<file path="src/rtl/spi_master_param.sv">
// rtl/spi_master_param.sv - parametrised full-duplex SPI master, all CPOL/CPHA modes, one word per transfer
// Defining SPI_MSB_FIRST_EN adds a msb_first input selecting MSB-first bit order per transfer.
module spi_master_param #(
  parameter int DATA_W  = 8,
  parameter int NUM_CS  = 3,
  parameter int CLK_DIV = 1,
  localparam int CS_W   = (NUM_CS > 1) ? $clog2(NUM_CS) : 1
) (
  input  logic              clk,
  input  logic              rst,
  input  logic              start,
  input  logic [DATA_W-1:0] tx_data,
  input  logic [CS_W-1:0]   cs_sel,
  input  logic              cpol,
  input  logic              cpha,
`ifdef SPI_MSB_FIRST_EN
  input  logic              msb_first,
`endif
  input  logic              miso,
  output logic              sclk,
  output logic              mosi,
  output logic [NUM_CS-1:0] cs_n,
  output logic              busy,
  output logic              done,
  output logic [DATA_W-1:0] rx_data
);

  localparam int DIV_W  = (CLK_DIV > 1) ? $clog2(CLK_DIV) : 1;
  localparam int HALF_W = $clog2(2 * DATA_W);
  localparam logic [DIV_W-1:0]  DIV_LAST  = DIV_W'(CLK_DIV - 1);
  localparam logic [HALF_W-1:0] HALF_LAST = HALF_W'(2 * DATA_W - 1);

  typedef enum logic [1:0] {IDLE, SETUP, XFER, HOLD} state_t;

  state_t             state_q, state_d;
  logic [DIV_W-1:0]   div_cnt;
  logic [HALF_W-1:0]  half_cnt;
  logic [DATA_W-1:0]  tx_sh;
  logic [DATA_W-1:0]  rx_sh;
  logic               cpol_q;
  logic               cpha_q;
  logic               msb_q;

  logic               msb_in;
  logic               div_end;
  logic               half_last;
  logic               sample_edge;
  logic               shift_edge;
  logic [NUM_CS-1:0]  cs_dec;
  logic [DATA_W-1:0]  tx_ord;

  function automatic logic [DATA_W-1:0] bit_rev(input logic [DATA_W-1:0] v);
    logic [DATA_W-1:0] r;
    for (int i = 0; i < DATA_W; i++) r[i] = v[DATA_W-1-i];
    return r;
  endfunction

`ifdef SPI_MSB_FIRST_EN
  assign msb_in = msb_first;
`else
  assign msb_in = 1'b0;
`endif

  assign busy = (state_q != IDLE);

  // MSB-first is handled by reversing the word at load and unload, so the shifters stay LSB-first.
  always_comb begin
    tx_ord = tx_data;
    if (msb_in) tx_ord = bit_rev(tx_data);
  end

  // Out-of-range selects leave every line deasserted.
  always_comb begin
    cs_dec = '1;
    for (int i = 0; i < NUM_CS; i++) begin
      if (int'(cs_sel) == i) cs_dec[i] = 1'b0;
    end
  end

  always_comb begin
    div_end     = (div_cnt == DIV_LAST);
    half_last   = (half_cnt == HALF_LAST);
    sample_edge = (state_q == XFER) && div_end && (half_cnt[0] == cpha_q);
    shift_edge  = (state_q == XFER) && div_end && (half_cnt[0] != cpha_q) && !half_last;
    state_d     = state_q;
    case (state_q)
      IDLE:    if (start) state_d = SETUP;
      SETUP:   if (div_end) state_d = XFER;
      XFER:    if (div_end && half_last) state_d = HOLD;
      HOLD:    if (div_end) state_d = IDLE;
      default: state_d = IDLE;
    endcase
  end

  always_ff @(posedge clk or posedge rst) begin
    if (rst) state_q <= IDLE;
    else     state_q <= state_d;
  end

  always_ff @(posedge clk or posedge rst) begin
    if (rst) begin
      sclk     <= 1'b0;
      mosi     <= 1'b0;
      cs_n     <= '1;
      done     <= 1'b0;
      rx_data  <= '0;
      div_cnt  <= '0;
      half_cnt <= '0;
      tx_sh    <= '0;
      rx_sh    <= '0;
      cpol_q   <= 1'b0;
      cpha_q   <= 1'b0;
      msb_q    <= 1'b0;
    end else begin
      done <= 1'b0;
      case (state_q)
        IDLE: begin
          sclk     <= cpol;
          div_cnt  <= '0;
          half_cnt <= '0;
          if (start) begin
            cpol_q <= cpol;
            cpha_q <= cpha;
            msb_q  <= msb_in;
            cs_n   <= cs_dec;
            rx_sh  <= '0;
            // With cpha=0 the first bit must be on the wire before the first (sampling) edge.
            if (cpha) begin
              tx_sh <= tx_ord;
            end else begin
              mosi  <= tx_ord[0];
              tx_sh <= tx_ord >> 1;
            end
          end
        end
        SETUP: begin
          div_cnt <= div_end ? '0 : div_cnt + 1'b1;
        end
        XFER: begin
          if (div_end) begin
            div_cnt  <= '0;
            sclk     <= ~sclk;
            half_cnt <= half_last ? '0 : half_cnt + 1'b1;
          end else begin
            div_cnt <= div_cnt + 1'b1;
          end
          if (sample_edge) rx_sh <= {miso, rx_sh[DATA_W-1:1]};
          if (shift_edge) begin
            mosi  <= tx_sh[0];
            tx_sh <= tx_sh >> 1;
          end
        end
        HOLD: begin
          sclk <= cpol_q;
          if (div_end) begin
            div_cnt <= '0;
            cs_n    <= '1;
            done    <= 1'b1;
            rx_data <= msb_q ? bit_rev(rx_sh) : rx_sh;
          end else begin
            div_cnt <= div_cnt + 1'b1;
          end
        end
        default: ;
      endcase
    end
  end

endmodule
</file>
<file path="config.mk">
export PLATFORM = sky130hd
export DESIGN_NAME = spi_master_param
export DESIGN_NICKNAME = d
export VERILOG_FILES = /design/src/rtl/spi_master_param.sv
export SDC_FILE = /design/constraint.sdc
export NUM_CORES = 1
export LEC_CHECK = 0
export ABC_AREA = 1
export CORE_MARGIN = 2
export CORE_UTILIZATION = 55
export CTS_BUF_LIST = sky130_fd_sc_hd__clkbuf_8
export DETAILED_ROUTE_END_ITERATION = 7
export GPL_TIMING_DRIVEN = 0
export PLACE_DENSITY = 0.86
export SYNTH_ARGS = -nofsm -noshare
export SYNTH_HDL_FRONTEND = slang
export SYNTH_SLANG_ARGS = --single-unit
export TNS_END_PERCENT = 5
</file>
<file path="constraint.sdc">
create_clock -name clk -period 1.58 [get_ports clk]
set_input_delay 0.158 -clock clk [delete_from_list [all_inputs] [get_ports clk]]
set_output_delay 0.158 -clock clk [all_outputs]
set_load 0.03 [all_outputs]
</file>
-- Word-level counts from Yosys, hierarchy flattened
Cells that the tools add are included.
- flip-flop bits (word level): 39
- logic and storage cells: 85
- input port bits: 16
- output and inout bits: 15
- reductions and logical operators: 22
- add/subtract/negate cells: 2
- multiplexer cells: 31
- eq/ne operators: 16
- bitwise gates (word level): 2
- operator list (cell ; number):
    $mux W8 ; 5
    $pmux W8 S2 ; 2
    $ne A2 B2 Y1 const B ; 7
    $mux W1 ; 10
    $reduce_and A3 Y1 ; 3
    $eq A2 B2 Y1 const B ; 4
    $mux W2 ; 4
    $mux W4 ; 2
    $pmux W2 S4 ; 1
    $pmux W4 S2 ; 1
    $reduce_and A2 Y1 ; 4
    $reduce_and A4 Y1 ; 2
    $mux W3 ; 2
    $pmux W3 S2 ; 1
    $reduce_bool A2 Y1 ; 3
    $logic_and A1 B1 Y1 ; 5
    $add A4 B1 Y4 const B ; 1
    $eq A4 B4 Y1 const B ; 1
    $logic_not A2 Y1 ; 2
    $pmux W1 S2 ; 2
    $pmux W1 S3 ; 1
    $reduce_bool A3 Y1 ; 1
    $reduce_or A3 Y1 ; 1
    $eq A2 B1 Y1 const B ; 1
    6 further kinds ; 7

-- Depth between registers and ports, before layout
- depth after elaboration: 6
- gate-level depth with buffers: 11
- gate-level depth less buffers: 9

-- Worst setup path before layout
Ideal clock, no wire load.
- path type: register to register
- from: reg state_q[0]
- to: reg rx_sh[7]
- setup time: 0.117 ns
- stages on the path, launching flop included: 10
- period minus slack after synthesis: 1.543 ns
- data arrival time: 1.425 ns
- buffers on the path: 1
- setup slack: 0.037 ns
- required time: 1.463 ns
- path through: dfrtp_1 -> inv_1 -> ha_1 -> inv_2 -> nor2_8 -> inv_4 -> nand3_4 -> buf_12 -> nand2_2 -> o21ai_2
- longest elaborated chain between the ends: 5
- elaborated cells on any way between the ends: 9
- those cells by class: 3 x eq/ne; 1 x mux; 5 x reduce/logical
- RTL lines (item ; RTL line ; text):
    start, declared ; 35 ; state_t state_q, state_d;
    start signal, assigned ; 97 ; else state_q <= state_d;
    $eq A2 B2 Y1 ; 83, 116 ;
    $logic_and A1 B1 Y1 (2 in series) ; 83 ; sample_edge = (state_q == XFER) && div_end && (half_cnt[0] == cpha_q);
    $ne A2 B2 Y1 (no line) ; - ;
    $reduce_and A3 Y1 (no line) ; - ;
    end signal, assigned ; 147 ; if (sample_edge) rx_sh <= {miso, rx_sh[DATA_W-1:1]};
    end, declared ; 39 ; logic [DATA_W-1:0] rx_sh;
Parallel ways exist; a longest one is shown, timed or not.
A chain may end at the register's enable or synchronous reset.

-- Final worst setup path
- from: reg state_q[1]
- to: reg rx_sh[0]
Same word-level chain as after synthesis.

==> results.yml <==
setup_path:
  crit_arrival_ns: 1.68
  crit_path_cell_trace: "inv_1 > ha_4 > inv_4 > nor2_8 > inv_4 > nand3_4 > buf_12 > nand2_2 > o21ai_2"
  r2r-start: "state_q[1]$_DFFE_PP0P_"
  endpoint_kind: "register"
  slowest_stage: "dfrtp_1"
  cp_slowest_stage_delay_ns: 0.37
  worstPathRequired_ns: 1.76
  crit_buf_inv: 4
  r2r_end: "rx_sh[0]$_DFFE_PP0P_"
  cp_max_fo: 10
  r2r_slack_ns: 0.08
  worstSetupStartpointType: "register"
  r2r_cells: 9
  cp_top_family: "buffers and inverters"
  path_common_cell: "inv_4"
  worstSetupPathType: "register to register"
route:
  via_per_inst: 4.96
  drt_iter0_markers: 135
  post_drt_wl_per_cell_um: 11.6
  wl_um: 3780
  dr.pass1.iters: 4
  ant_nets: 0
  via_count: 1621
  drc: 0
timing:
  finalCritPeriodShare_pct: 94.9
  layout_setup_ws_ns: 0.0812
  clock_skew_ns: 0.0103
  max_freq_ghz: 0.667
  worstMarginPinSlew_ns: 0.764
  hold_viol: 0
  maxSlewViolCount: 0
  min_period_ns: 1.50
  slew_headroom_pct: 49.0
  setup_viol: 0
power:
  power.density_nw_per_um2: 1870
  ir_worst_vdd_v: 0.00133
  p_leak_nw: 1.24
floorplanning:
  core_area_sq_um: 3360
  start_util_pct: 57.6
  row_count: 21
  die_x_um: 63.3
  num_io_pins: 31
  die_h_um: 63.3
  dieArea_sq_um: 4010
finish:
  finalNonFillerCells: 327
  layout_common_cells: "103 x nand2_1, 35 x dfrtp_1, 25 x clkdlybuf4s50_1, 21 x nand3_1, 18 x inv_1"
  final_nets: 302
  final_common_cell: "nand2_1"
  syn2layout_area_growth_pct: 26.2
  drive_gt1_share_pct: 17.1
  num-fill-cells: 292
  stdcell_area_sq_um: 2440
  diodes: 0
global_routing:
  grt-ovfl-total: 0
  grt_pass1_wl_um: 6570
  grt_pass1_vias: 1520
  antenna_found_initial: 0
  grt_max_degree: 39
  grtUsageTotal_pct: 20.8
cts:
  clk_pin_slew_ns: 0.08
  cts-root-buf: "clkbuf_8"
  clock_latency_ns: 0.29
  clock_sinks: 38
  clock_path_buffers: 2
  cts-hold-fix-buffers: 0
  htree_levels: 2
  cts_tree: "done"
  numCtsBuffers: 5
synth:
  syn_inst: 241
  syn_nets: 263
  mappedNetlistArea_sq_um: 1940
  ys_ff_latch: 38
  synth_top_cell_by_area: "dfrtp_1"
  ys_warn_count: 0
  yosysTopAreaCellShare_pct: 45.2
  syn_avg_cell_area_sq_um: 8.04
  synth_seq_area_share_pct: 49.3
  synth.distinct_cells: 24
  synth_area_leaders: "dfrtp_1 45%, nand2_1 21%, nand3_1 5.4%"
placement:
  place_hpwl_um: 2610
  placed_cell_area_sq_um: 2280
  io_buffer_count: 29
  place_ws_ns: -0.219
  place.gp.congestion: 0.805
  dp.cells: 316
run:
  cap_violations: 0
worst_hold_path:
  hold_class: "input port to async pin"
status:
  run_status: "completed"
## how the worst max path moves through the flow
stage | to | from | slack (ns) | cells past startpoint
after floorplan | rx_sh[7]$_DFFE_PP0P_ | state_q[0]$_DFFE_PP0P_ | 0.04 | 9
after global placement | state_q[0]$_DFFE_PP0P_ | rst | -0.27 | 2
after detailed placement | busy | state_q[0]$_DFFE_PP0P_ | -0.22 | 4
after CTS | mosi$_DFFE_PP0P_ | state_q[0]$_DFFE_PP0P_ | -0.02 | 11
after global routing | rx_sh[0]$_DFFE_PP0P_ | state_q[1]$_DFFE_PP0P_ | -0.006 | 9
final | rx_sh[0]$_DFFE_PP0P_ | state_q[1]$_DFFE_PP0P_ | 0.08 | 9
## cell usage after synthesis
master    instances
inv_4             1
o22ai_1           1
clkbuf_1          4
nand3_4           1
nor3_1            3
buf_2             4
nor2_8            1
a21oi_1           4
o21ai_2           9
nor2_1            5
inv_2             1
dfstp_2           3
o21ai_0           8
nand4_1           1
nand2_2           3
nand2_1         107
mux2_2            1
inv_1            19
dfrtp_1          35
o21a_1            1
clkinv_1          1
ha_1              6
buf_12            1
nand3_1          21
## kinds of logic after synthesis
logic type                 synth area share [%]
and+or+nand+nor                            31.1
DFF                                        49.3
buffers and inverters                      7.23
AOI/OAI and AO/OA                          7.88
adders and majority gates                  3.88
muxes                                     0.581
## per-layer routing
layer  wire length, um  part of all wire, %  up-vias  GRT usage, %
met1              1810                   48      750          26.5
li1                  -                    -      833             -
met4                40                  1.1        0          6.52
met5                 0                    0        -             0
met3               132                  3.5        5          5.00
met2              1790                   47       33          34.9
## state kept, by name, summed over array words and instances, names as in the netlist
signal	cells
done	1
cs_n	3
rx_data	8
sclk	1
tx_sh	8
cpha_q	1
state_q	2
half_cnt	4
cpol_q	1
rx_sh	8
mosi	1
## metrics by stage
step | power [mW] | utilization, % | TNS [ns] | hold WS (ns)
global route | 4.95 | 72.7 | -0.0137 | 0.360
CTS | 4.39 | 71.0 | -0.0322 | 0.336
finish | 4.57 | 72.7 | 0 | 0.331
global placement | 3.63 | 67.9 | -10.52 | 0.456
detailed placement | 3.70 | 67.9 | -1.26 | 0.457
floorplan | 3.10 | - | 0 | 0.308
## power by group
group | internal (mW) | switching, mW | leakage (nW)
sequential | 1.29 | 0.173 | 0.494
combinational | 0.954 | 1.53 | 0.695
clock | 0.299 | 0.324 | 0.0491
## cell type report
type | instances | area [sq um] | share of cell area, %
well taps | 46 | 57.6 | 2.35
plain buffers | 9 | 77.6 | 3.17
flip-flops and latches | 38 | 955 | 39.0
clock inverters | 3 | 13.8 | 0.563
repair buffers | 32 | 304 | 12.4
clock buffers | 5 | 68.8 | 2.81
multi-input cells | 172 | 881 | 36.0
inverters | 22 | 87.6 | 3.58
## timing repair
item,4_1_cts,5_1_grt
pin swaps,0,3
setup buffers,0,2
gates cloned,0,1
endpoints found under the hold margin,0,0
gates resized for setup,16,14
setup endpoints to repair,22,21
Power figures use the tool's default switching activity.
